--- config.mk ---
export PLATFORM = sky130hd
export DESIGN_NAME = key_filter_multi_flat
export DESIGN_NICKNAME = d
export VERILOG_FILES = /design/src/rtl/key_filter_multi_if.sv /design/src/rtl/key_filter_multi.sv /design/src/flat_wrapper.sv
export SDC_FILE = /design/constraint.sdc
export NUM_CORES = 1
export LEC_CHECK = 0
export ABC_AREA = 1
export BUFFER_PORTS_ARGS = -buffer_cell sky130_fd_sc_hd__buf_2
export CAP_MARGIN = 30
export CORE_MARGIN = 2
export CORE_UTILIZATION = 35
export DETAILED_ROUTE_END_ITERATION = 7
export GPL_TIMING_DRIVEN = 0
export SLEW_MARGIN = 15
export SYNTH_ARGS = -nofsm -noshare
export SYNTH_HDL_FRONTEND = slang
export SYNTH_SLANG_ARGS = --single-unit
--- constraint.sdc ---
create_clock -name sys_clk -period 1.8 [get_ports sys_clk]
set_clock_uncertainty 0.05 [all_clocks]
set_input_delay 0.45 -clock sys_clk [delete_from_list [all_inputs] [get_ports sys_clk]]
set_output_delay 0.45 -clock sys_clk [all_outputs]
set_load 0.02 [all_outputs]
--- src/rtl/key_filter_multi_if.sv ---
// key_filter_multi_if
//   Groups the key-side signals of the multi-channel key filter.
//   master : the board / testbench side, drives raw keys and repeat enables
//   slave  : the filter, returns the debounced level and the event pulses
//   Signals (all KEY_NUM wide):
//     key_in      raw keys, active-low, asynchronous to sys_clk
//     rpt_en      per-channel auto-repeat enable, synchronous
//     key_level   debounced state, 1 = pressed
//     key_flag    one-cycle pulse on debounced press and on each auto-repeat
//     key_release one-cycle pulse on debounced release
interface key_filter_multi_if #(
  parameter int KEY_NUM = 4
);
  logic [KEY_NUM-1:0] key_in;
  logic [KEY_NUM-1:0] rpt_en;
  logic [KEY_NUM-1:0] key_level;
  logic [KEY_NUM-1:0] key_flag;
  logic [KEY_NUM-1:0] key_release;

  modport master (
    output key_in,
    output rpt_en,
    input  key_level,
    input  key_flag,
    input  key_release
  );

  modport slave (
    input  key_in,
    input  rpt_en,
    output key_level,
    output key_flag,
    output key_release
  );
endinterface

--- src/rtl/key_filter_multi.sv ---
// key_filter_multi
//   Multi-channel key debouncer with press / release pulses and auto-repeat.
//   Each active-low key is synchronised (2 flops), debounced over CNT_MAX+1
//   stable clocks and tracked by its own state machine.
//   Ports:
//     sys_clk    system clock (50 MHz)
//     sys_rst_n  asynchronous active-low reset
//     kif        key_filter_multi_if.slave (key_in, rpt_en in;
//                key_level, key_flag, key_release out)
//   Optional feature macro: KEY_FILTER_RELEASE_EN
//     defined     -> key_release pulses on each debounced release
//     not defined -> key_release tied to 0 (release still debounces key_level)
//
//   state      | meaning
//   -----------+-------------------------------------------------------
//   IDLE       | key released and stable, key_level = 0
//   PRESS_DB   | key seen pressed, waiting for CNT_MAX+1 stable clocks
//   HELD       | key pressed and stable, auto-repeat timer may run
//   RELEASE_DB | key seen released, waiting for CNT_MAX+1 stable clocks
module key_filter_multi #(
  parameter int KEY_NUM  = 4,
  parameter int CNT_MAX  = 999_999,
  parameter int CNT_W    = 20,
  parameter int HOLD_MAX = 24_999_999,
  parameter int RPT_MAX  = 4_999_999,
  parameter int RPT_W    = 25
) (
  input  logic             sys_clk,
  input  logic             sys_rst_n,
  key_filter_multi_if.slave kif
);

  typedef enum logic [1:0] {
    IDLE       = 2'd0,
    PRESS_DB   = 2'd1,
    HELD       = 2'd2,
    RELEASE_DB = 2'd3
  } state_t;

  localparam logic [CNT_W-1:0] CNT_LIM  = CNT_W'(CNT_MAX);
  localparam logic [RPT_W-1:0] HOLD_LIM = RPT_W'(HOLD_MAX);
  localparam logic [RPT_W-1:0] RPT_LIM  = RPT_W'(RPT_MAX);

  // Synchroniser resets to all-ones so a reset looks like "all released".
  logic [KEY_NUM-1:0] sync_1;
  logic [KEY_NUM-1:0] sync_2;
  logic [KEY_NUM-1:0] key_s;

  always_ff @(posedge sys_clk or negedge sys_rst_n) begin
    if (!sys_rst_n) begin
      sync_1 <= '1;
      sync_2 <= '1;
    end else begin
      sync_1 <= kif.key_in;
      sync_2 <= sync_1;
    end
  end

  assign key_s = ~sync_2;

  for (genvar i = 0; i < KEY_NUM; i++) begin : g_ch
    state_t           state;
    logic [CNT_W-1:0] cnt;
    logic [RPT_W-1:0] hold;
    logic             first;     // 1 = next repeat uses the long HOLD period
    logic             level_r;
    logic             flag_r;
`ifdef KEY_FILTER_RELEASE_EN
    logic             rel_r;
`endif

    always_ff @(posedge sys_clk or negedge sys_rst_n) begin
      if (!sys_rst_n) begin
        state   <= IDLE;
        cnt     <= '0;
        hold    <= '0;
        first   <= 1'b1;
        level_r <= 1'b0;
        flag_r  <= 1'b0;
`ifdef KEY_FILTER_RELEASE_EN
        rel_r   <= 1'b0;
`endif
      end else begin
        flag_r <= 1'b0;
`ifdef KEY_FILTER_RELEASE_EN
        rel_r  <= 1'b0;
`endif
        case (state)
          IDLE: begin
            cnt <= '0;
            if (key_s[i]) state <= PRESS_DB;
          end
          PRESS_DB: begin
            if (!key_s[i]) begin
              state <= IDLE;
              cnt   <= '0;
            end else if (cnt == CNT_LIM) begin
              state   <= HELD;
              cnt     <= '0;
              level_r <= 1'b1;
              flag_r  <= 1'b1;
              hold    <= '0;
              first   <= 1'b1;
            end else begin
              cnt <= cnt + CNT_W'(1);
            end
          end
          HELD: begin
            if (!key_s[i]) begin
              state <= RELEASE_DB;
              cnt   <= '0;
            end else if (!kif.rpt_en[i]) begin
              hold  <= '0;
              first <= 1'b1;
            end else if (hold == (first ? HOLD_LIM : RPT_LIM)) begin
              flag_r <= 1'b1;
              hold   <= '0;
              first  <= 1'b0;
            end else begin
              hold <= hold + RPT_W'(1);
            end
          end
          RELEASE_DB: begin
            if (key_s[i]) begin
              // Bounce back to pressed: no new flag, repeat restarts from zero.
              state <= HELD;
              cnt   <= '0;
              hold  <= '0;
              first <= 1'b1;
            end else if (cnt == CNT_LIM) begin
              state   <= IDLE;
              cnt     <= '0;
              level_r <= 1'b0;
`ifdef KEY_FILTER_RELEASE_EN
              rel_r   <= 1'b1;
`endif
            end else begin
              cnt <= cnt + CNT_W'(1);
            end
          end
          default: begin
            state <= IDLE;
            cnt   <= '0;
          end
        endcase
      end
    end

    assign kif.key_level[i] = level_r;
    assign kif.key_flag[i]  = flag_r;
`ifdef KEY_FILTER_RELEASE_EN
    assign kif.key_release[i] = rel_r;
`else
    assign kif.key_release[i] = 1'b0;
`endif
  end

endmodule

--- src/flat_wrapper.sv ---
// flat-port wrapper written by rule: the top's interface ports become plain ports
module key_filter_multi_flat 
#(
  parameter int KEY_NUM  = 4,
  parameter int CNT_MAX  = 999_999,
  parameter int CNT_W    = 20,
  parameter int HOLD_MAX = 24_999_999,
  parameter int RPT_MAX  = 4_999_999,
  parameter int RPT_W    = 25
)
  (sys_clk, sys_rst_n, kif_key_in, kif_rpt_en, kif_key_level, kif_key_flag, kif_key_release);
  key_filter_multi_if #(.KEY_NUM(KEY_NUM)) kif_i ();
  input  logic sys_clk;
  input  logic sys_rst_n;
  input wire logic [$bits(kif_i.key_in)-1:0] kif_key_in;
  input wire logic [$bits(kif_i.rpt_en)-1:0] kif_rpt_en;
  output wire logic [$bits(kif_i.key_level)-1:0] kif_key_level;
  output wire logic [$bits(kif_i.key_flag)-1:0] kif_key_flag;
  output wire logic [$bits(kif_i.key_release)-1:0] kif_key_release;
  assign kif_i.key_in = kif_key_in;
  assign kif_i.rpt_en = kif_rpt_en;
  assign kif_key_level = kif_i.key_level;
  assign kif_key_flag = kif_i.key_flag;
  assign kif_key_release = kif_i.key_release;
  key_filter_multi #(.KEY_NUM(KEY_NUM), .CNT_MAX(CNT_MAX), .CNT_W(CNT_W), .HOLD_MAX(HOLD_MAX), .RPT_MAX(RPT_MAX), .RPT_W(RPT_W)) u_core (.sys_clk(sys_clk), .sys_rst_n(sys_rst_n), .kif(kif_i));
endmodule
==> Yosys cells after proc, flatten, opt, wreduce, memory -nomap -nowiden <==
Cells that the tools add are included.
{ "totals": {"regBits": 208, "in_bits": 10, "out_inout_bits": 12} }
{ "classes": {"n_addsub": 8, "eq_ne": 64, "n_mux": 144, "n_bitwise": 1, "n_reduce_logical": 28} }
{ "ops": {"columns": ["cell", "n"], "rows": [
  ["25-bit two-way mux", 28],
  ["20-bit two-way mux", 16],
  ["20-bit one-hot mux with 4 select lines", 4],
  ["25-bit one-hot mux with 3 select lines", 4],
  ["25-bit by 1-bit adder with 25-bit output, second input constant", 4],
  ["25-bit == test", 4],
  ["20-bit by 1-bit adder with 20-bit output, second input constant", 4],
  ["20-bit == test, second input constant", 4],
  ["1-bit two-way mux", 52],
  ["2-bit two-way mux", 24],
  ["2-bit by 1-bit != test with 1-bit output, second input constant", 24],
  ["5-bit AND reduction", 8],
  ["2-bit one-hot mux with 4 select lines", 4],
  ["6-bit AND reduction", 4],
  ["2-bit == test, second input constant", 8],
  ["2-bit != test, second input constant", 8],
  ["1-bit one-hot mux with 2 select lines", 8],
  ["4-bit AND reduction", 4],
  ["3-bit by 1-bit != test with 1-bit output, second input constant", 4],
  ["3-bit by 2-bit != test with 1-bit output, second input constant", 4],
  ["3-bit != test, second input constant", 4],
  ["1-bit one-hot mux with 3 select lines", 4],
  ["3-bit nonzero test", 4],
  ["2-bit by 1-bit == test with 1-bit output, second input constant", 4],
  ["other kinds (3)", 9]
]} }

==> Depth between registers and ports, before layout <==
Gate-level depths: netlist of the first run.
{ "logic_depth": {"ltp_word": 6, "ltp_mapped": 13, "mapped_depth_nobuf": 12} }

==> Worst setup path after synthesis of the first run <==
OpenSTA, ideal clock, no wires.
{ "synth_path": {"path_type": "register -> register", "from": "reg u_core.g_ch[3].state[0]", "to": "reg u_core.g_ch[3].hold[13]", "setup_time_ps": 117, "t_arrival_ps": 1750, "t_required_ps": 1633, "slack_ps": -117, "path_stages_with_launch": 13, "period_less_slack_ps": 1917, "path_cell_list": "dfrtp_1 inv_1 ha_1 buf_6 clkinv_4 o21ai_2 nor3b_4 nand2_4 clkinv_4 nand2_4 buf_6 nand2_1 nor2_1"} }
{ "synth_between": {"elab_chain_len": 3} }
{ "synth_rtl": {"columns": ["item", "line_no", "text"], "rows": [
  ["from (decl)", "key_filter_multi.sv:62", "state_t state;"],
  ["from (signal assigned)", "key_filter_multi.sv:74", "state <= IDLE;"],
  ["from (signal assigned)", "key_filter_multi.sv:91", "if (key_s[i]) state <= PRESS_DB;"],
  ["from (signal assigned)", "key_filter_multi.sv:95", "state <= IDLE;"],
  ["2-bit == test / 2-bit by 1-bit == test with 1-bit output (equally long branches)", "key_filter_multi.sv:88", "case (state)"],
  ["2-bit by 1-bit != test with 1-bit output (no line) / 3-bit nonzero test (equally long branches)", null, null],
  ["5-bit AND reduction (no line)", null, null],
  ["to (signal assigned)", "key_filter_multi.sv:120", "hold <= hold + RPT_W'(1);"],
  ["to (decl)", "key_filter_multi.sv:64", "logic [RPT_W-1:0] hold;"]
]} }
Parallel ways exist; a longest one is shown, timed or not.
A chain may end at the register's enable or synchronous reset.

==> results of run 1 <==
==> path summary, 6_finish.rpt <==
path	end	slack (ps)	cells after the start
min	u_core.g_ch[1].hold[15]	150	3
min in group asynchronous	u_core.g_ch[3].hold[3]	340	2
max	u_core.g_ch[1].hold[10]	-100	12
max reg2reg	u_core.g_ch[1].hold[10]	-100	12
max in group asynchronous	u_core.g_ch[1].hold[0]	550	3
min reg2reg	u_core.sync_2[1]	290	0
==> critical path, stage by stage (launching register included) <==
cell and delay, ps:
dfrtp_2 450, buf_6 130, ha_4 150, inv_4 60, a21oi_2 70, nor2_4 120, inv_2 50, a21oi_4 160
buf_6 170, buf_8 120, nand3_2 70, nor2_1 110, nor2_1 50
==> kinds of logic after synthesis <==
logic type	after synthesis	synth area share
AOI/OAI and AO/OA	167	0.0704
xor gates and xnor gates	42	0.0280
adders and majority gates	26	0.0248
buffers and inverters	297	0.0981
DFF	208	0.397
other	1	0.000285
and+or+nand+nor	1149	0.381
==> cell usage in the layout (no fill, tap or decap), types with 7 or more instances in the layout <==
master	n
ha_4	18
nand2_1	408
nand3_2	26
nor2_1	262
o21ai_0	70
nand2_4	21
inv_1	217
nand2_2	53
buf_2	17
dfrtp_2	19
xnor2_1	7
dfstp_2	12
o21ai_2	12
buf_8	12
nor2_2	43
nand3_1	120
nor3_1	64
o21ai_1	25
xor2_1	35
buf_16	9
clkbuf_16	29
nor2_4	30
buf_6	41
o21bai_1	7
inv_2	22
nand4_1	70
buf_4	103
dfrtp_1	177
inv_4	7
a21oi_1	26
nor3_2	15
nand2_8	7
==> routing by layer <==
metal | global-route usage | wire length, µm
met5 | 0 | 0
met3 | 0.0235 | 1090
met4 | 0.0401 | 769
met1 | 0.235 | 16000
met2 | 0.301 | 17200
==> per-stage QoR <==
step | power [mW] | hold slack, ps | cell area [µm²] | TNS (ps) | std cells
5_1_grt | 22.7 | 146 | 17700 | -8100 | 2560
3_3_place_gp | 10.5 | 296 | 13900 | -756410 | 2378
6_report | 21.6 | 148 | 17700 | -2680 | 2560
2_1_floorplan | 9.04 | 104 | 13200 | -701 | 1893
3_5_place_dp | 10.6 | 297 | 14000 | -39900 | 2380
4_1_cts | 20.0 | 122 | 16400 | -1190 | 2514
==> area by class of cell <==
| cell class | instances | area, µm² |
|---|---|---|
| Clock inverter | 12 | 165 |
| Inverter | 253 | 1030 |
| Fill cell | 3509 | 19100 |
| Clock buffer | 35 | 746 |
| Multi-Input combinational cell | 1389 | 7970 |
| Sequential cell | 208 | 5240 |
| Timing Repair Buffer | 155 | 1540 |
| Tap cell | 468 | 586 |
| Buffer | 40 | 433 |
==> where the power goes <==
part / switching (mW) / leakage [nW] / internal [mW] / total, mW
Sequential: 0.354 / 2.82 / 5.01 / 5.37
Combinational: 5.61 / 4.42 / 5.12 / 10.7
Clock: 2.08 / 0.446 / 3.46 / 5.54
==> registers in the layout (all words and copies together) (netlist names), named ones only <==
signal,count
u_core.sync_2,4
u_core.g_ch.flag_r,4
u_core.g_ch.cnt,80
u_core.g_ch.state,4
u_core.g_ch.first,4
u_core.g_ch.hold,100
u_core.sync_1,4
u_core.g_ch.level_r,4
==> what timing repair did <==
| item | CTS | global route |
|---|---|---|
| hold buffers | 5 | 0 |
| endpoints found under the hold margin | 44 | 0 |
| pin swaps | 46 | 112 |
| setup endpoints to repair | 182 | 176 |
| setup buffers | 77 | 47 |
| cloned | 10 | 4 |
| gates resized for setup | 211 | 286 |
==> reports/qor.yml, run 1 <==
placed_design:
  portBuffers: 17
  dpl_worst_slack_ps: -417
  dp_hpwl_mm: 22.4
  gp_routability_congestion: 0.878
sta:
  period_needed_ps: 1900
  max_freq_mhz: 527
  setup_viol: 58
  setup_ws_ps: -99.1
  rsz0062_at_grt: "true"
  period_share: 1.06
  maxSlewViolCount: 0
  hold_violations: 0
die:
  fp-row-count: 70
  initial_core_util: 0.357
  core_area_mm2: 0.0368
  ios: 22
  die_h_um: 198
  die_x_um: 198
  die_area_mm2: 0.0391
grt:
  grt_overflow_total: 0
  grt_max_degree: 90
  grt_pass1_wl_mm: 57.6
  grt_pass1_vias: 12000
  antenna_found_initial: 1
  grt_usage: 0.176
setup_path:
  critPathRequiredTime_ps: 2180
  cp_max_fo: 5
  cp.arrival_ps: 2280
  crit_path_end_kind: "flop"
  critical_path_class: "flop to flop"
  startpoint_type: "flop"
synth:
  seq_area_frac_synth: 0.397
  synth_edf_count: 0
  synthTopCellsByCount: "474 x nand2_1, 324 x nor2_1, 239 x inv_1"
  async_flop_share: 1.00
  yosysWarnings: 0
  yosysTopAreaCellShare: 0.373
  yosysMostFrequentCell: "nand2_1"
  synth.top_cells.by_area: "dfrtp_1 37%, nand2_1 14%, nor2_1 9.3%, inv_1 6.8%, nand3_1 5.6%"
  synthesis.instances: 1890
  yosys_register_bits: 208
  netlist_area_mm2: 0.0131
  synth.avg_cell_area_um2: 6.95
  synth_top_flop_cell: "dfrtp_1"
  yosys.area.top_type: "dfrtp_1"
  synth_cell_types: 47
pwr:
  ir_drop_mv: 1.05
  p_per_area_mw_per_mm2: 1220
  p_leak_nw: 7.68
drt:
  drc: 0
  wl_mm: 35.0
  ant_nets: 0
  dr_total_vias: 12800
  wire_per_inst_um: 13.7
  dr.pass1.iters: 5
  first_iter_violations: 879
  vias_per_cell: 4.99
min_path:
  hold_start: "kif_rpt_en[1]"
  min_path_type: "input pin to flop"
run_status:
  violations: "negative setup slack"
  run_status: "complete, but fails checks"
finish:
  drive_gt1_frac: 0.268
  postLayoutCoreUtil: 0.481
  nets: 2109
  antenna_cells: 0
  area_delta_synth_final_pct: 34.7
clock_network:
  clkLatencyLatePin_ps: 550
  clockRootBuffer: "clkbuf_16"
  clock_sinks: 208
  path_clk_slew_ps: 60
  cts-buffers-inserted: 26
  cts_buffer_depth: 3
  htree_levels: 1
  cts_tree: "built"
flow_run:
  cap_violations: 0
No activity file was read; power rests on OpenSTA's default activity.
==> run 2: changes to the inputs <==
--- a/config.mk
+++ b/config.mk
@@ -10,6 +10,7 @@
 export CAP_MARGIN = 30
 export CORE_MARGIN = 2
 export CORE_UTILIZATION = 35
+export CTS_BUF_LIST = sky130_fd_sc_hd__clkbuf_4 sky130_fd_sc_hd__clkbuf_8
 export DETAILED_ROUTE_END_ITERATION = 7
 export GPL_TIMING_DRIVEN = 0
 export SLEW_MARGIN = 15
==> run 2 against run 1 <==
Against the previous run: the run still ends with negative setup slack left; clock power down 8.5%; highest routed layer unchanged; final cell count up 0.43%; sequential power hardly changed; maximum frequency up 1.4%; critical endpoint unchanged; combinational power about the same; wire length up 1.3%; sequential cell count unchanged.
==> reports/qor.yml, run 2 (synthesis gave the netlist of run 1 again) <==
run_status:
  run_status: "complete, but fails checks"  # unchanged
  violations: "negative setup slack"  # unchanged
clock_network:
  clock_sinks: 208  # unchanged
  clkLatencyLatePin_ps: 550  # about the same
  htree_levels: 2  # was 1
  cts_buffer_depth: 3  # unchanged
  clockRootBuffer: "clkbuf_8"  # was clkbuf_16
  cts_tree: "built"  # unchanged
  cts-buffers-inserted: 39  # was 26
  path_clk_slew_ps: 60  # about the same
pwr:
  p_per_area_mw_per_mm2: 1190  # was 1220 mW/mm²
  ir_drop_mv: 0.794  # was 1.05 mV
  power_mw: 21.2  # was 21.6 mW
  p_leak_nw: 7.76  # was 7.68 nW
drt:
  dr.pass1.iters: 6  # was 5
  wire_per_inst_um: 13.8  # was 13.7 µm
  vias_per_cell: 5.03  # was 4.99
  first_iter_violations: 819  # was 879
  drc: 0  # unchanged
  wl_mm: 35.4  # was 35.0 mm
  dr_total_vias: 12900  # was 12,800
  ant_nets: 0  # unchanged
sta:
  setup_viol: 50  # was 58
  period_share: 1.04  # was 1.06
  max_freq_mhz: 534  # was 527 MHz
  maxSlewViolCount: 0  # unchanged
  setup_ws_ps: -72.4  # was -99.1 ps
  rsz0062_at_grt: "true"  # unchanged
  setup-tns-final_ps: -1240  # was -2680 ps
  hold_violations: 0  # unchanged
  period_needed_ps: 1870  # was 1900 ps
grt:
  grt_overflow_total: 0  # unchanged
  grt_max_degree: 90  # unchanged
  grt_pass1_vias: 12000  # about the same
  grt_pass1_wl_mm: 56.6  # was 57.6 mm
  antenna_found_initial: 1  # unchanged
  grt_util_met1: 0.230  # was 0.235
  grt_usage: 0.173  # was 0.176
  use_met2: 0.292  # was 0.301
  busiest_layer: "met2"  # unchanged
  met3_usage: 0.0273  # was 0.0235
die:
  die_area_mm2: 0.0391  # unchanged
  die_x_um: 198  # unchanged
  fp-row-count: 70  # unchanged
  ios: 22  # unchanged
  die_h_um: 198  # unchanged
  core_area_mm2: 0.0368  # unchanged
  initial_core_util: 0.357  # unchanged
finish:
  area_delta_synth_final_pct: 35.5  # was 34.7%
  nets: 2109  # unchanged
  layout_common_cells: "396 x nand2_1, 247 x nor2_1, 219 x inv_1"  # was 408 x nand2_1, 262 x nor2_1, 217 x inv_1
  fillerInstances: 3514  # was 3,509
  final_cells: 2571  # was 2,560
  reg.largest.list: "u_core.g_ch.hold: 100 flops, u_core.g_ch.cnt: 80 flops"  # unchanged
  max_flop_register: "u_core.g_ch.hold"  # unchanged
  drive_gt1_frac: 0.291  # was 0.268
  antenna_cells: 0  # unchanged
  largest_reg_flops: 100  # unchanged
  mostFrequentLayoutCell: "nand2_1"  # unchanged
placed_design:
  dp_hpwl_mm: 22.4  # unchanged
  gp_routability_congestion: 0.878  # unchanged
  placed_cells: 2380  # unchanged
  portBuffers: 17  # unchanged
setup_path:
  critical_path_class: "flop to flop"  # unchanged
  cp_max_fo: 5  # unchanged
  cp.arrival_ps: 2250  # was 2280 ps
  crit_path_end_kind: "flop"  # unchanged
  r2r_slack_ps: -70  # was -100 ps
  critPathRequiredTime_ps: 2180  # about the same
  startpoint_type: "flop"  # unchanged
min_path:
  min_path_type: "input pin to flop"  # unchanged
flow_run:
  cap_violations: 0  # unchanged
[run 2: cell count changes in the layout (fill, tap and decap cells not counted), moves of 11 or more]
cell / previous run / this run
buf_6: 41 / 30
clkbuf_16: 29 / 8
clkbuf_4: 0 / 12
clkbuf_8: 4 / 53
nand2_1: 408 / 396
nor2_1: 262 / 247
nor2_2: 43 / 56
[run 2: path summary, 6_finish.rpt]
| path | from | endpoint | depth (start not counted) |
|---|---|---|---|
| worst max-delay path | flop | u_core.g_ch[1].hold[10] | 12 |
| worst min-delay path | kif_rpt_en[2] | u_core.g_ch[2].hold[10] | 3 |
| worst max register to register | flop | u_core.g_ch[1].hold[10] | 12 |
| worst min register to register | u_core.sync_1[1] | u_core.sync_2[1] | 0 |
| max in group asynchronous | sys_rst_n | u_core.g_ch[1].hold[0] | 3 |
| min in group asynchronous | sys_rst_n | u_core.g_ch[3].hold[3] | 2 |
[run 2: where the power goes]
| group | internal, mW | leakage (nW) | total [mW] | switching [mW] |
|---|---|---|---|---|
| registers | 5.01 | 2.82 | 5.36 | 0.354 |
| clock network | 2.97 | 0.469 | 5.07 | 2.10 |
| logic | 5.07 | 4.48 | 10.7 | 5.67 |
[run 2: critical path, cell delays in order, from the launching register on]
cell     delay [ps]
dfrtp_2         450
buf_6           130
ha_4            150
inv_4            70
a21oi_4          60
nor2_4          120
inv_2            50
a21oi_4         170
buf_6           170
buf_8           120
nand3_2          60
nor2_1           90
nor2_1           50
[run 2: layout make-up]
cell class                 instances  area, µm²  share of cell area
multi-input combinational       1389       8170               0.459
buffer                            39        433              0.0243
inverter                         253       1020              0.0573
clock buffer                      63        805              0.0452
timing repair buffer             143       1490              0.0836
sequential                       208       5240               0.294
clock inverter                     8       65.1             0.00365
tap                              468        586              0.0329
[run 2: metrics by stage]
step	hold WS, ps	cell area (µm²)	setup slack (ps)	util
floorplan	104	13200	-68.9	-
global placement	296	13900	-3570	0.377
detailed placement	297	14000	-417	0.379
CTS	108	16100	-59.5	0.438
global route	133	17800	-163	0.484
finish	150	17800	-72.4	0.484
[run 2: what timing repair did]
item / CTS / global route
resized for setup: 181 / 357
hold buffers: 5 / 0
endpoints found under the hold margin: 44 / 0
cloned: 6 / 10
buffers inserted: 61 / 46
pin swaps: 48 / 117
endpoints found under the setup margin: 182 / 178
[run 2: layer usage]
layer,vias to the layer above,share of wire
met3,77,0.040
met5,-,0
met2,243,0.49
met4,0,0.021
met1,6167,0.45
li1,6440,-
==> run 3: changes to the inputs <==
--- a/config.mk
+++ b/config.mk
@@ -8,7 +8,7 @@
 export ABC_AREA = 1
 export BUFFER_PORTS_ARGS = -buffer_cell sky130_fd_sc_hd__buf_2
 export CAP_MARGIN = 30
-export CORE_MARGIN = 2
+export CORE_MARGIN = 3
 export CORE_UTILIZATION = 35
 export CTS_BUF_LIST = sky130_fd_sc_hd__clkbuf_4 sky130_fd_sc_hd__clkbuf_8
 export DETAILED_ROUTE_END_ITERATION = 7
==> run 3 against run 2 <==
Against the previous run: the flow still finishes with violations (negative setup slack); highest routed layer unchanged; critical endpoint is now u_core.g_ch[3].hold[4]; largest power group unchanged; critical path type unchanged; first-iteration DRC count up 7.3%; combinational power down 10%; sequential share of layout area up 1.1 points; count of clock-buffer cells in the layout up 4.
==> reports/qor.yml, run 3 (synthesis gave the netlist of run 1 again) <==
run_status:
  run_status: "complete, but fails checks"  # unchanged
  violations: "negative setup slack"  # unchanged
placed_design:
  gp_routability_congestion: 0.889  # was 0.878
  dp_hpwl_mm: 22.3  # was 22.4 mm
  dpl_worst_slack_ps: -464  # was -417 ps
  portBuffers: 17  # unchanged
sta:
  setup_viol: 35  # was 50
  maxSlewViolCount: 0  # unchanged
  period_share: 1.03  # was 1.04
  hold_violations: 0  # unchanged
  setup_ws_ps: -61.4  # was -72.4 ps
  worst_hold_slack_ps: 99.5  # was 150 ps
  period_needed_ps: 1860  # was 1870 ps
  worst_slew_pin_slew_ps: 515
  max_freq_mhz: 537  # was 534 MHz
  rsz0062_at_grt: "true"  # unchanged
  maxSlewHeadroom: 0.656
finish:
  area_delta_synth_final_pct: 30.6  # was 35.5%
  mostFrequentLayoutCell: "nand2_1"  # unchanged
  drive_gt1_frac: 0.248  # was 0.291
  nets: 2103  # was 2,109
  layout_common_cells: "430 x nand2_1, 270 x nor2_1, 216 x inv_1"  # was 396 x nand2_1, 247 x nor2_1, 219 x inv_1
  max_flop_register: "u_core.g_ch.hold"  # unchanged
  largest_reg_flops: 100  # unchanged
  fillerInstances: 3610  # was 3,514
  reg.largest.list: "u_core.g_ch.hold: 100 flops, u_core.g_ch.cnt: 80 flops"  # unchanged
drt:
  wl_mm: 34.5  # was 35.4 mm
  dr_total_vias: 12700  # was 12,900
  drc: 0  # unchanged
  dr.pass1.iters: 5  # was 6
  ant_nets: 0  # unchanged
  wire_per_inst_um: 13.5  # was 13.8 µm
  first_iter_violations: 879  # was 819
  vias_per_cell: 4.93  # was 5.03
setup_path:
  crit_path_max_incr_delay_ps: 440  # was 450 ps
  cp_common_cell: "buf_6"
  crit_path_end_kind: "flop"  # unchanged
  cp_max_fo: 6  # was 5
  startpoint_type: "flop"  # unchanged
  critical_path_class: "flop to flop"  # unchanged
  crit_slowest_cell: "dfrtp_2"  # unchanged
  r2r_slack_ps: -60  # was -70 ps
  critPathRequiredTime_ps: 2270  # was 2180 ps
  cp.arrival_ps: 2330  # was 2250 ps
  cp_cell_sequence: "inv_2 > buf_6 > ha_4 > nor3b_4 > nand2_4 > buf_6 > buf_4 > nor2_2 > o21ai_1 > nor2_1"  # was buf_6 > ha_4 > inv_4 > a21oi_4 > nor2_4 > inv_2 > a21oi_4 > buf_6 > buf_8 > nand3_2 > nor2_1 > nor2_1
clock_network:
  cts_tree: "built"  # unchanged
  clockRootBuffer: "clkbuf_8"  # unchanged
  clock_sinks: 208  # unchanged
  cts-buffers-inserted: 41  # was 39
  htree_levels: 2  # unchanged
  cts_buffer_depth: 3  # unchanged
  clkLatencyLatePin_ps: 590  # was 550 ps
  path_clk_slew_ps: 60  # about the same
pwr:
  p_leak_nw: 7.50  # was 7.76 nW
  ir_drop_mv: 0.985  # was 0.794 mV
  p_per_area_mw_per_mm2: 1180  # was 1190 mW/mm²
die:
  initial_core_util: 0.357  # unchanged
  die_x_um: 200  # was 198 µm
  die_area_mm2: 0.0399  # was 0.0391 mm²
  die_h_um: 200  # was 198 µm
  fp-row-count: 70  # unchanged
  core_area_mm2: 0.0368  # unchanged
  ios: 22  # unchanged
grt:
  grt_pass1_wl_mm: 56.9  # was 56.6 mm
  grt_max_degree: 101  # was 90
  grt_usage: 0.170  # was 0.173
  antenna_found_initial: 1  # unchanged
  grt_pass1_vias: 12100  # was 12,000
  grt_overflow_total: 0  # unchanged
flow_run:
  cap_violations: 0  # unchanged
min_path:
  min_path_type: "input pin to flop"  # unchanged
==> run 3: cell types whose count changed in the layout (fill, tap and decap cells not counted), sizes merged <==
| cell | before | now |
|---|---|---|
| buf | 167 | 162 |
| bufinv | 1 | 0 |
| clkbuf | 73 | 75 |
| clkinv | 11 | 9 |
| clkinvlp | 0 | 1 |
| diode | 0 | 1 |
| inv | 249 | 250 |
| nand2 | 489 | 488 |
==> run 3: through the flow <==
stage | TNS, ps | instances | total power [mW] | util | cell area (µm²)
detailed placement | -41240 | 2380 | 10.6 | 0.379 | 14000
CTS | -518 | 2515 | 18.5 | 0.433 | 15900
floorplan | -701 | 1893 | 9.04 | - | 13200
finish | -752 | 2567 | 20.2 | 0.467 | 17200
global placement | -767100 | 2378 | 10.5 | 0.377 | 13900
global route | -7470 | 2567 | 21.4 | 0.467 | 17200
==> run 3: metal layers <==
metal | GRT usage | share of wire
met1 | 0.220 | 0.45
met2 | 0.289 | 0.49
met3 | 0.0305 | 0.044
met4 | 0.0540 | 0.022
met5 | 0 | 0
==> run 3: layout make-up <==
class	count	area, µm²	share of cell area
diodes	1	2.50	0.000146
plain buffers	39	404	0.0235
repair buffers	136	1300	0.0758
inverters	253	1030	0.0599
clock inverters	7	45.0	0.00262
well taps	468	586	0.0341
clock buffers	67	853	0.0497
multi-input cells	1388	7710	0.449
flip-flops and latches	208	5240	0.305
==> run 3: power breakdown <==
part / leakage [nW] / internal, mW / switching [mW]
logic: 4.20 / 4.46 / 5.16
registers: 2.82 / 5.01 / 0.344
clock network: 0.478 / 3.00 / 2.21
total: 7.50 / 12.5 / 7.71
==> run 3: timing repair <==
item | in CTS | in global routing
pin swaps | 32 | 81
endpoints found under the hold margin | 46 | 0
resized for setup | 151 | 235
hold buffers | 5 | 0
setup buffers | 56 | 46
cloned | 5 | 7
setup endpoints to repair | 184 | 180
==> run 3: final timing paths <==
| path | from | endpoint | depth (start not counted) |
|---|---|---|---|
| hold / removal | kif_rpt_en[0] | u_core.g_ch[0].hold[15] | 3 |
| setup reg to reg | u_core.g_ch[3].state[0] | u_core.g_ch[3].hold[4] | 10 |
| hold reg to reg | u_core.sync_1[0] | u_core.sync_2[0] | 0 |
| min in group asynchronous | sys_rst_n | u_core.g_ch[0].hold[6] | 2 |
| setup / recovery | u_core.g_ch[3].state[0] | u_core.g_ch[3].hold[4] | 10 |
| max in group asynchronous | sys_rst_n | u_core.g_ch[2].state[0] | 3 |
==> run 3: critical path, delay by kind of cell, from the launching register on <==
| family | cells | cell delay (ps) |
|---|---|---|
| flip-flops | 1 | 440 |
| buffers and inverters | 4 | 510 |
| AO/OA/AOI/OAI | 1 | 60 |
| adder cells (fa/ha/maj) | 1 | 160 |
| AND/OR/NAND/NOR | 4 | 580 |
